[src/rtl/sensor_tx_pkg.sv]
// Shared types and constants for the sensor-to-UART arbiter.
package sensor_tx_pkg;

  localparam int N_SENSORS = 8;
  localparam int WORD_W    = 16;
  localparam int ID_W      = 3;

  localparam int HI_MSB = 15;
  localparam int HI_LSB = 8;
  localparam int LO_MSB = 7;
  localparam int LO_LSB = 0;

  localparam logic [7:0] ERR_MAX = 8'd255;

  typedef enum logic [2:0] {
    S_IDLE    = 3'd0,
    S_SEND_HI = 3'd1,
    S_WAIT_HI = 3'd2,
    S_SEND_LO = 3'd3,
    S_WAIT_LO = 3'd4,
    S_RELEASE = 3'd5
  } state_e;

endpackage

[src/rtl/rr_picker.sv]
// Single-cycle round-robin search: first set req bit after 'last', wrapping mod 8.
module rr_picker
  import sensor_tx_pkg::*;
(
  input  logic [N_SENSORS-1:0] req,
  input  logic [ID_W-1:0]      last,
  output logic                 hit,
  output logic [ID_W-1:0]      id
);

  logic [ID_W-1:0] idx;

  // Scan from the farthest offset down so the nearest requester is the final winner.
  always_comb begin
    hit = 1'b0;
    id  = '0;
    idx = '0;
    for (int off = N_SENSORS; off >= 1; off--) begin
      idx = last + ID_W'(off);
      if (req[idx]) begin
        hit = 1'b1;
        id  = idx;
      end
    end
  end

endmodule

[src/rtl/sensor_tx_arbiter.sv]
// Round-robin arbiter that latches one sensor frame and sends it to the UART as two bytes.
module sensor_tx_arbiter
  import sensor_tx_pkg::*;
#(
  parameter int TIMEOUT_CYCLES = 1_000_000
) (
  input  logic                        clk,
  input  logic                        reset,
  input  logic [N_SENSORS-1:0]        sensor_ready,
  input  logic [N_SENSORS*WORD_W-1:0] sensor_bus,
  output logic [N_SENSORS-1:0]        data_used,
  output logic [7:0]                  tx_byte,
  output logic                        tx_start,
  input  logic                        tx_busy,
  input  logic                        tx_done,
  output logic [ID_W-1:0]             grant_id,
  output logic                        active,
  output logic                        timeout_err,
  output logic [7:0]                  err_count
);

  localparam int WD_W = (TIMEOUT_CYCLES > 2) ? $clog2(TIMEOUT_CYCLES) : 1;
  localparam logic [WD_W-1:0] WD_LIMIT = WD_W'(TIMEOUT_CYCLES - 1);

  function automatic logic [7:0] sat_inc(input logic [7:0] v);
    return (v == ERR_MAX) ? v : v + 8'd1;
  endfunction

  state_e              state_q, state_d;
  logic [ID_W-1:0]     last_q, last_d;
  logic [ID_W-1:0]     grant_q, grant_d;
  logic [WORD_W-1:0]   hold_q, hold_d;
  logic [WD_W-1:0]     wd_q, wd_d;
  logic [7:0]          err_q, err_d;
  logic                terr_q, terr_d;

  logic                pick_hit;
  logic [ID_W-1:0]     pick_id;
  logic                wd_hit;
  logic [WORD_W-1:0]   frames [N_SENSORS];

  always_comb begin
    for (int i = 0; i < N_SENSORS; i++) begin
      frames[i] = sensor_bus[i*WORD_W +: WORD_W];
    end
  end

  rr_picker u_picker (
    .req  (sensor_ready),
    .last (last_q),
    .hit  (pick_hit),
    .id   (pick_id)
  );

  assign wd_hit = (wd_q == WD_LIMIT);

  always_ff @(posedge clk or posedge reset) begin
    if (reset) state_q <= S_IDLE;
    else       state_q <= state_d;
  end

  // tx_done has priority over the watchdog limit in both wait states.
  always_comb begin
    state_d = state_q;
    case (state_q)
      S_IDLE:    if (pick_hit) state_d = S_SEND_HI;
      S_SEND_HI: if (!tx_busy) state_d = S_WAIT_HI;
      S_WAIT_HI: begin
        if (tx_done)     state_d = S_SEND_LO;
        else if (wd_hit) state_d = S_RELEASE;
      end
      S_SEND_LO: if (!tx_busy) state_d = S_WAIT_LO;
      S_WAIT_LO: begin
        if (tx_done || wd_hit) state_d = S_RELEASE;
      end
      S_RELEASE: state_d = S_IDLE;
      default:   state_d = S_IDLE;
    endcase
  end

  always_comb begin
    last_d  = last_q;
    grant_d = grant_q;
    hold_d  = hold_q;
    wd_d    = wd_q;
    err_d   = err_q;
    terr_d  = 1'b0;
    case (state_q)
      S_IDLE: begin
        if (pick_hit) begin
          hold_d  = frames[pick_id];
          grant_d = pick_id;
        end
      end
      S_SEND_HI, S_SEND_LO: wd_d = '0;
      S_WAIT_HI, S_WAIT_LO: begin
        if (!tx_done) begin
          if (wd_hit) begin
            terr_d = 1'b1;
            err_d  = sat_inc(err_q);
          end else begin
            wd_d = wd_q + 1'b1;
          end
        end
      end
      S_RELEASE: last_d = grant_q;
      default: ;
    endcase
  end

  always_ff @(posedge clk or posedge reset) begin
    if (reset) begin
      last_q  <= ID_W'(N_SENSORS - 1);
      grant_q <= '0;
      hold_q  <= '0;
      wd_q    <= '0;
      err_q   <= '0;
      terr_q  <= 1'b0;
    end else begin
      last_q  <= last_d;
      grant_q <= grant_d;
      hold_q  <= hold_d;
      wd_q    <= wd_d;
      err_q   <= err_d;
      terr_q  <= terr_d;
    end
  end

  always_comb begin
    tx_start  = 1'b0;
    tx_byte   = '0;
    data_used = '0;
    case (state_q)
      S_SEND_HI: begin
        tx_start = !tx_busy;
        tx_byte  = hold_q[HI_MSB:HI_LSB];
      end
      S_WAIT_HI: tx_byte = hold_q[HI_MSB:HI_LSB];
      S_SEND_LO: begin
        tx_start = !tx_busy;
        tx_byte  = hold_q[LO_MSB:LO_LSB];
      end
      S_WAIT_LO: tx_byte = hold_q[LO_MSB:LO_LSB];
      S_RELEASE: data_used[grant_q] = 1'b1;
      default: ;
    endcase
  end

  assign active      = (state_q != S_IDLE);
  assign grant_id    = grant_q;
  assign err_count   = err_q;
  assign timeout_err = terr_q;

endmodule
[config.mk]
export PLATFORM = sky130hd
export DESIGN_NAME = sensor_tx_arbiter
export DESIGN_NICKNAME = d
export VERILOG_FILES = /design/src/rtl/sensor_tx_pkg.sv /design/src/rtl/rr_picker.sv /design/src/rtl/sensor_tx_arbiter.sv
export SDC_FILE = /design/constraint.sdc
export NUM_CORES = 1
export LEC_CHECK = 0
export ABC_CLOCK_PERIOD_IN_PS = 10200
export BUFFER_PORTS_ARGS = -buffer_cell sky130_fd_sc_hd__clkbuf_2
export CAP_MARGIN = 40
export CORE_MARGIN = 2
export CORE_UTILIZATION = 50
export DETAILED_ROUTE_END_ITERATION = 6
export PLACE_DENSITY = 0.8
export SYNTH_ARGS = -nofsm -noshare
export SYNTH_HDL_FRONTEND = slang
export SYNTH_SLANG_ARGS = --single-unit
[constraint.sdc]
create_clock -name clk -period 10.2 [get_ports clk]
set_input_delay 0 -clock clk [delete_from_list [all_inputs] [get_ports clk]]
set_output_delay 0 -clock clk [all_outputs]
set_load 0.05 [all_outputs]
---- Word level (Yosys, flattened, before mapping) ----
Index checks and enable logic that the tools add are counted.
cells by class
  $add $sub $neg .......................... 9
  $lt $le $gt $ge ......................... 11
  equal/unequal tests ..................... 14
  multiplexer cells ....................... 53
  bitwise logic cells ..................... 3
  reduce and logical (&&, ||, !) cells .... 14
operator list
  operator               number
  $bmux 16 s3            1
  $mux 3                 14
  $mux 20                2
  $pmux 20 s2            1
  $lt 3x4->1 const B     9
  $mux 16                2
  $bmux 1 s3             8
  $mux 1                 21
  $add 20x1->20 const B  1
  $eq 20x20->1 const B   1
  $pmux 8 s2             1
  $pmux 3 s5             1
  $add 3x3->3 const B    4
  $ne 2x2->1 const B     6
  $add 8x1->8 const B    1
  $eq 8x8->1 const B     1
  $mux 8                 1
  $reduce_or 2->1        4
  $add 3x2->3 const B    2
  $eq 3x2->1 const B     2
  $eq 3x3->1 const B     2
  $reduce_and 5->1       1
  $ge 4x4->1 const B     1
  $not 3->4              1
  15 further kinds       16
word-level totals
  flip-flop bits (word level) ............. 54
  input port bits ......................... 140
  output and inout port bits .............. 30
  logic and storage cells ................. 111

---- Longest topological paths before layout ----
Gate-level depths: netlist (run 1).
  word-level depth ........................ 14
  mapped depth ............................ 16
  mapped depth without buffers ............ 10

---- Modules after synthesis ----
A second synthesis (run 1) with hierarchy kept.
unflattened totals
  cell total of the unflattened synthesis .. 438
  area total of the unflattened synthesis .. 4528.1 um2
by module, submodules not included
  module             times used  cells an instance  area an instance (um2)  sequential area each (um2)
  sensor_tx_arbiter  1           361                3853.7                  1355.0
  rr_picker          1           77                 674.4                   0.0

---- Worst setup path before layout (run 1) ----
Ideal clock, no wire load.
  kind .................................... reg-to-reg
  start point ............................. reg last_q[1]
  end point ............................... reg hold_q[10]
  library setup time ...................... 126 ps
  arrival time ............................ 3783 ps
  required time ........................... 10074 ps
  path slack .............................. 6291 ps
  stages on the path, launching flop included .. 15
  path buffers ............................ 4
  clock period less this slack ............ 3909 ps
  path through ............................ dfstp_2 -> buf_2 -> buf_4 -> inv_1 -> ha_1 -> buf_2 -> mux4_2 -> mux2_2 -> nor2_1 -> a32oi_1 -> a211oi_2 -> buf_2 -> mux2i_1 -> mux2i_1 -> a221o_1
on the way
  cells in the longest elaborated chain, start to end .. 14
  elaborated cells between the ends (all ways) .. 44
  classes of those cells .................. 7 x add/sub; 35 x mux; 1 x bitwise; 1 x reduce/logical
RTL lines
  element                                                 line                              RTL
  start: declaration                                      sensor_tx_arbiter.sv:30           logic [ID_W-1:0] last_q, last_d;
  start signal: assignment                                sensor_tx_arbiter.sv:113          last_q <= ID_W'(N_SENSORS - 1);
  start signal: assignment                                sensor_tx_arbiter.sv:120          last_q <= last_d;
  $add 3x3->3 or $bmux 1 s3 (tied branches)               rr_picker.sv:19, rr_picker.sv:20
  $bmux 1 s3 or $mux 1 (tied branches)                    rr_picker.sv:20                   if (req[idx]) begin
  $mux 1 (implied by the code) or $mux 3 (tied branches)  rr_picker.sv:20
  $mux 3 (7 in series)                                    rr_picker.sv:20
  $not 3->4 (implied by the code)                         sensor_tx_arbiter.sv:91           hold_d = frames[pick_id];
  $bmux 16 s3                                             sensor_tx_arbiter.sv:91
  $mux 16 (implied by the code) (2 in series)             sensor_tx_arbiter.sv:91
  end signal: assignment                                  sensor_tx_arbiter.sv:122          hold_q <= hold_d;
  end: declaration                                        sensor_tx_arbiter.sv:32           logic [WORD_W-1:0] hold_q, hold_d;
Parallel ways exist; a longest one is shown, timed or not. The select of a mux whose other input is x is not followed.
A chain may end at the register's enable or synchronous reset.

---- Worst setup path after layout (run 1) ----
  start point ............................. reg last_q[1]
  end point ............................... reg hold_q[11]
The elaborated chain is that of the path after synthesis.

==> metrics.txt, run 1 <==
outcome=complete, no violations; die height=between 100 and 150 um; global-route wire length before repair=20.9 mm; xor and xnor area share after synthesis=4.95%; Critical Path AT=5.33 ns; number of synthesized flops with an enable pin=0; Peak VDD IR=approximately 0.00042 V; CTS resizes=0; CTS Root Cell=clkbuf_8; largest family of logic cells by synthesized area=multiplexers; io pins=170; Post-Synth Adder-Cell Area=1.05%; count leader, synth=mux2i_1; grt met2 use=45.4%; via/cell ratio=~6; count of cell types in the netlist=60; DP Worst Slack=between 5 and 6 ns; Initial Util=slightly above 50%; # port buffers=169; share of the synthesized area in the top cell type=26.7%; number of global-route vias before repair=4358; Synth warnings=0; setup ws final=5.05 ns; Routed Antenna Nets=0; depth of the CTS H-tree=2; worst hold endpoint=state_q[2]; Synth Flop Type=dfrtp_1; Yosys reg bits=54; complex-gate fraction of the synthesized area=16.0%; reg-to-reg critical path endpoint=hold_q[11]; drt initial violations=238; crit path kind=reg -> reg; leakage=about 2.8 nW; share of layout cells above drive strength 1=35.5%; mean area per synthesized cell=9.65 um^2; mapped cell area=0.00478 mm^2; CP endpoint kind=flop; mux contribution to synthesized area=a little under a third; Pre-Repair DR Iteration Count=5; Worst setup SP type=flop; Routed wire per std cell=16.9 um; Power per Cell Area=374 mW/mm^2; num rows=35; Remaining DRCs=0; grt met3 use=2.69%; Final Wtd Congestion=0.850; Worst slew margin=48.6%; FMAX=slightly below 200 MHz; largest net degree at the start of global routing=approximately 50; worst hold path cell count=4; Inserted Clock Buffers=5; Final Hold Fails=0; Net Count, Synth=639; Synth-to-Final Area Change=21.1%; CTS tree=yes; clk_skew=~0.015 ns; setup TNS=0 ns; GRT Total Usage=25.4%; worst r2r path cells=11; Slew Viols, Final=0; reg-to-reg slack, setup=just over 5 ns; CTS Hold Bufs=2; Final setup viols=0; Vias=approximately 4500; fin crit share=50.4%; fill count=750; total setup buffers inserted after CTS=0; GRT overflow=0; top cells by count, synth=100 x mux2i_1, 51 x dfrtp_1, 39 x nor2_1; crit path time final=5.15 ns; Clock Latency Late Sink=0.30 ns; fin nets=about 790; Worst Max-Slew Pin Slew=0.772 ns; total wire length=13.1 mm; Cells after Synth=495; area share of and/or/nand/nor cells after synthesis=14.8%; top cell type by total area after synthesis=dfrtp_1; Max Cap Viol=0; RSZ-0062 raised after global routing=false; core area=0.00924 mm^2; Final Core Density=62.6%; Hold Path Class=in -> reg; Chip Width=102 um; clock sink count=54; Design Power=2.17 mW; Critical Path RT=10.39 ns; post-synthesis async set-or-reset flop share=100%; CTS clk-pin slew, worst paths=0.09 ns; met1 Use GR=about 33%; crit-path max FO=34; die area=approximately 0.010 mm^2; Most Crowded Layer GR=met2; launch point of the worst reg-to-reg path=last_q[1]; Bufs on Longest Clock Path=2; sequential area share after synthesis=28.4%; top cells by area, synth=dfrtp_1 27%, mux2i_1 21%, mux4_2 6.1%, a221o_1 3.1%, nor2_1 3.1%; Hold Startpoint=tx_busy; ant diodes=0; initial antenna violation count=0; hpwl dp=around 10 mm
==> cell families (layout without fill, tap and decap cells) <==
family,count (synthesis),count (layout)
and+or+nand+nor,140,140
muxes,126,126
AOI/OAI and AO/OA,97,97
DFF,54,54
buffers and inverters,47,195
xor gates and xnor gates,27,27
adders and majority gates,4,4
==> cells in the final DEF, fill, tap and decap left out, drive strengths merged, types with 9 or more instances in the layout <==
cell | netlist | final
mux2 | 13 | 13
o22ai | 17 | 17
a21oi | 13 | 13
xor2 | 14 | 14
o21ai | 20 | 20
mux2i | 100 | 100
a221o | 15 | 15
mux4 | 13 | 13
nand2 | 35 | 35
nand3 | 10 | 10
nor2 | 39 | 39
nand2b | 9 | 9
xnor2 | 13 | 13
inv | 11 | 11
clkbuf | 16 | 174
dfrtp | 51 | 51
==> worst max path at each step <==
stage | from | endpoint | cells after the start
2_1_floorplan | last_q[1] | hold_q[10] | 14
3_3_place_gp | last_q[1] | hold_q[0] | 11
3_5_place_dp | last_q[1] | hold_q[11] | 11
4_1_cts | last_q[1] | hold_q[11] | 11
5_1_grt | last_q[1] | hold_q[11] | 11
6_report | last_q[1] | hold_q[11] | 11
==> layer usage <==
metal / wire length, um / up-vias
met3: 775 / 22
li1: - / 2143
met4: 231 / 0
met1: 5260 / 2135
met5: 0 / -
met2: 6810 / 212
==> sequential cells by signal, summed over array words and instances, names as in the netlist <==
signal       cells
timeout_err      1
last_q           3
grant_id         3
hold_q          16
err_count        8
state_q          3
wd_q            20
==> critical path, stage by stage (launching register included) <==
cell	delay (ns)
dfstp_2	0.91
inv_1	0.24
ha_1	0.72
mux4_2	0.65
mux2_2	0.33
a21oi_1	0.18
a32oi_1	0.13
a211oi_4	0.23
buf_4	0.48
or3b_1	0.64
o22ai_1	0.19
a221o_1	0.30
==> cell type report <==
| class | instances | area (um^2) | area share, % |
|---|---|---|---|
| multi-input combinational | 394 | 3220 | 55.7 |
| inverter | 11 | 41.3 | 0.714 |
| sequential | 54 | 1360 | 23.4 |
| tap | 129 | 161 | 2.79 |
| clock buffer | 5 | 68.8 | 1.19 |
| timing repair buffer | 177 | 927 | 16.0 |
| clock inverter | 2 | 10.0 | 0.173 |
==> per-stage QoR <==
stage	std cells	instance area [um^2]	hold slack [ns]
CTS	772	5780	0.0556
finish	772	5780	0.0584
global route	772	5780	0.0961
global placement	760	5650	0.259
detailed placement	763	5690	0.0670
floorplan	495	4780	0.0985
==> power breakdown <==
| part | internal [mW] | switching (mW) | leakage, nW |
|---|---|---|---|
| Clock | 0.0463 | 0.0649 | 0.0438 |
| Combinational | 0.740 | 0.948 | 2.05 |
| Sequential | 0.273 | 0.0941 | 0.708 |
| Total | 1.06 | 1.11 | 2.80 |
Power figures use the tool's default switching activity.
==> inputs of run 2 (changes only) <==
Settings changed: ABC_CLOCK_PERIOD_IN_PS 10200 to 4900.
Clock period 10.2 ns to 4.9 ns, I/O delays scaled along.
==> run 2 against run 1 <==
  * Count of clock-buffer cells in the layout rose by 1
  * Core utilization rose by 0.57 points
  * Sequential power rose by 92%
  * Worst setup slack got worse by 4.3 ns
  * Sequential cell count did not move
  * Maximum frequency rose by 24%
  * Wire length rose by 2.7%
  * Hold slack got worse by 0.0017 ns
  * Largest power group unchanged
==> metrics.txt, run 2 (same netlist as run 1, synthesis figures left out) <==
Vias=4597; Clock power frac=~5.6%; Critical Path AT=4.35 ns; internal power=2.25 mW; num rows=35; largest net degree at the start of global routing=50; setup TNS=0 ns; CTS tree=yes; die height=between 100 and 150 um; Chip Width=102 um; Slew Viols, Final=0; most used cell, CP=buf_4; multi-input logic area=0.00322 mm^2; number of global-route vias before repair=4418; leakage=approximately 2.8 nW; io pins=170; register share of total power=between 10% and 20%; CTS Hold Bufs=3; fin crit share=around 85%; Routed wire per std cell=between 15 and 20 um; global-route wire length before repair=21.7 mm; Final setup viols=0; clk_skew=~0.011 ns; switching power=2.32 mW; via/cell ratio=5.92; Initial Util=51.7%; outcome=complete, no violations; CP Cell Sequence=inv_2 -> ha_1 -> mux4_2 -> mux2_2 -> a211oi_1 -> a211oi_4 -> buf_4 -> nand4_1 -> buf_4 -> o22ai_1 -> a221o_1; total setup buffers inserted after CTS=0; Bufs on Longest Clock Path=2; clock sink count=54; most frequent cells in the layout=169 x clkbuf_2, 100 x mux2i_1, 51 x dfrtp_1; GRT Total Usage=26.5%; Power per Cell Area=783 mW/mm^2; depth of the CTS H-tree=2; hpwl dp=10.5 mm; combinational share of power=between 70 and 80%; crit path kind=reg -> reg; initial antenna violation count=0; Switching Share=between 50% and 60%; Final Wtd Congestion=0.919; drt initial violations=approximately 330; fin nets=around 800; Synth-to-Final Area Change=22.2%; core area=around 0.0092 mm^2; Max stage delay cell, worst path=ha_1; crit-path max FO=33; RSZ-0062 raised after global routing=false; Inserted Clock Buffers=5; Routed Antenna Nets=0; # port buffers=169; Register Area=around 0.0014 mm^2; Clock Latency Late Sink=0.31 ns; CTS clk-pin slew, worst paths=0.10 ns; max reg flops=20; register name with the most flops=wd_q; crit path time final=around 4.1 ns; Hold Path Class=in -> reg; die area=0.0103 mm^2; Pre-Repair DR Iteration Count=6; ant diodes=0; Worst slew margin=between 40% and 50%; FMAX=241 MHz; commonest non-fill, non-tap cell in the layout=clkbuf_2; Remaining DRCs=0; Peak VDD IR=0.000640 V; Critical Path RT=5.11 ns; Worst setup SP type=flop; GRT overflow=0; fill count=788; share of layout cells above drive strength 1=35.6%; CTS Root Cell=clkbuf_8; Max Cap Viol=0; CTS resizes=0; total wire length=13.4 mm; Worst Max-Slew Pin Slew=0.770 ns; critical path's largest stage delay=0.67 ns; final hold slack=0.0567 ns; Final Hold Fails=0; CP endpoint kind=flop
-- run 2: critical path, delay by kind of cell (launching register included) --
kind | cells | cell delay [ns]
multiplexers | 2 | 0.99
AO/OA/AOI/OAI | 4 | 0.99
buffers and inverters | 3 | 0.67
adder cells (fa/ha/maj) | 1 | 0.67
flip-flops | 1 | 0.54
AND/OR/NAND/NOR | 1 | 0.16
-- run 2: final timing paths --
| path | slack (ns) | from | cells after the start | end |
|---|---|---|---|---|
| setup / recovery | 0.75 | last_q[0] | 11 | hold_q[13] |
| hold reg to reg | 0.51 | err_count[6] | 1 | err_count[6] |
| max in group asynchronous | 4.12 | reset | 4 | wd_q[14] |
| setup reg to reg | 0.75 | last_q[0] | 11 | hold_q[13] |
| hold / removal | 0.06 | sensor_bus[16] | 4 | hold_q[0] |
| min in group asynchronous | 0.24 | reset | 3 | err_count[3] |
-- run 2: metrics by stage --
stage	util (%)	cell area, um^2	instances	worst slack (ns)	power (mW)
final	63.2	5840	777	0.755	4.57
after global routing	63.2	5840	777	0.512	4.87
after CTS	63.2	5840	777	0.749	4.57
after detailed placement	61.9	5720	766	0.762	4.31
after global placement	61.7	5700	765	0.834	4.22
after floorplan	-	4780	495	0.991	3.60
-- run 2: power groups by stage --
stage	combinational, mW	clock (mW)	sequential, mW
floorplan	2.94	0	0.668
global placement	3.51	0	0.707
detailed placement	3.60	0	0.714
CTS	3.61	0.263	0.705
global route	3.87	0.282	0.725
finish	3.61	0.256	0.707
-- run 2: routing by layer --
layer / vias to the layer above / global-route usage [%] / part of all wire [%]
li1: 2156 / - / -
met1: 2186 / 36.1 / 41
met2: 233 / 44.5 / 50
met3: 22 / 3.17 / 7.1
met4: 0 / 7.48 / 2.3
met5: - / 0 / 0
-- run 2: cell type report --
class | count | share of cell area (%)
inverter | 11 | 0.707
multi-input combinational | 394 | 55.2
clock inverter | 2 | 0.300
sequential | 54 | 23.2
tap | 129 | 2.77
timing repair buffer | 181 | 16.6
clock buffer | 6 | 1.24
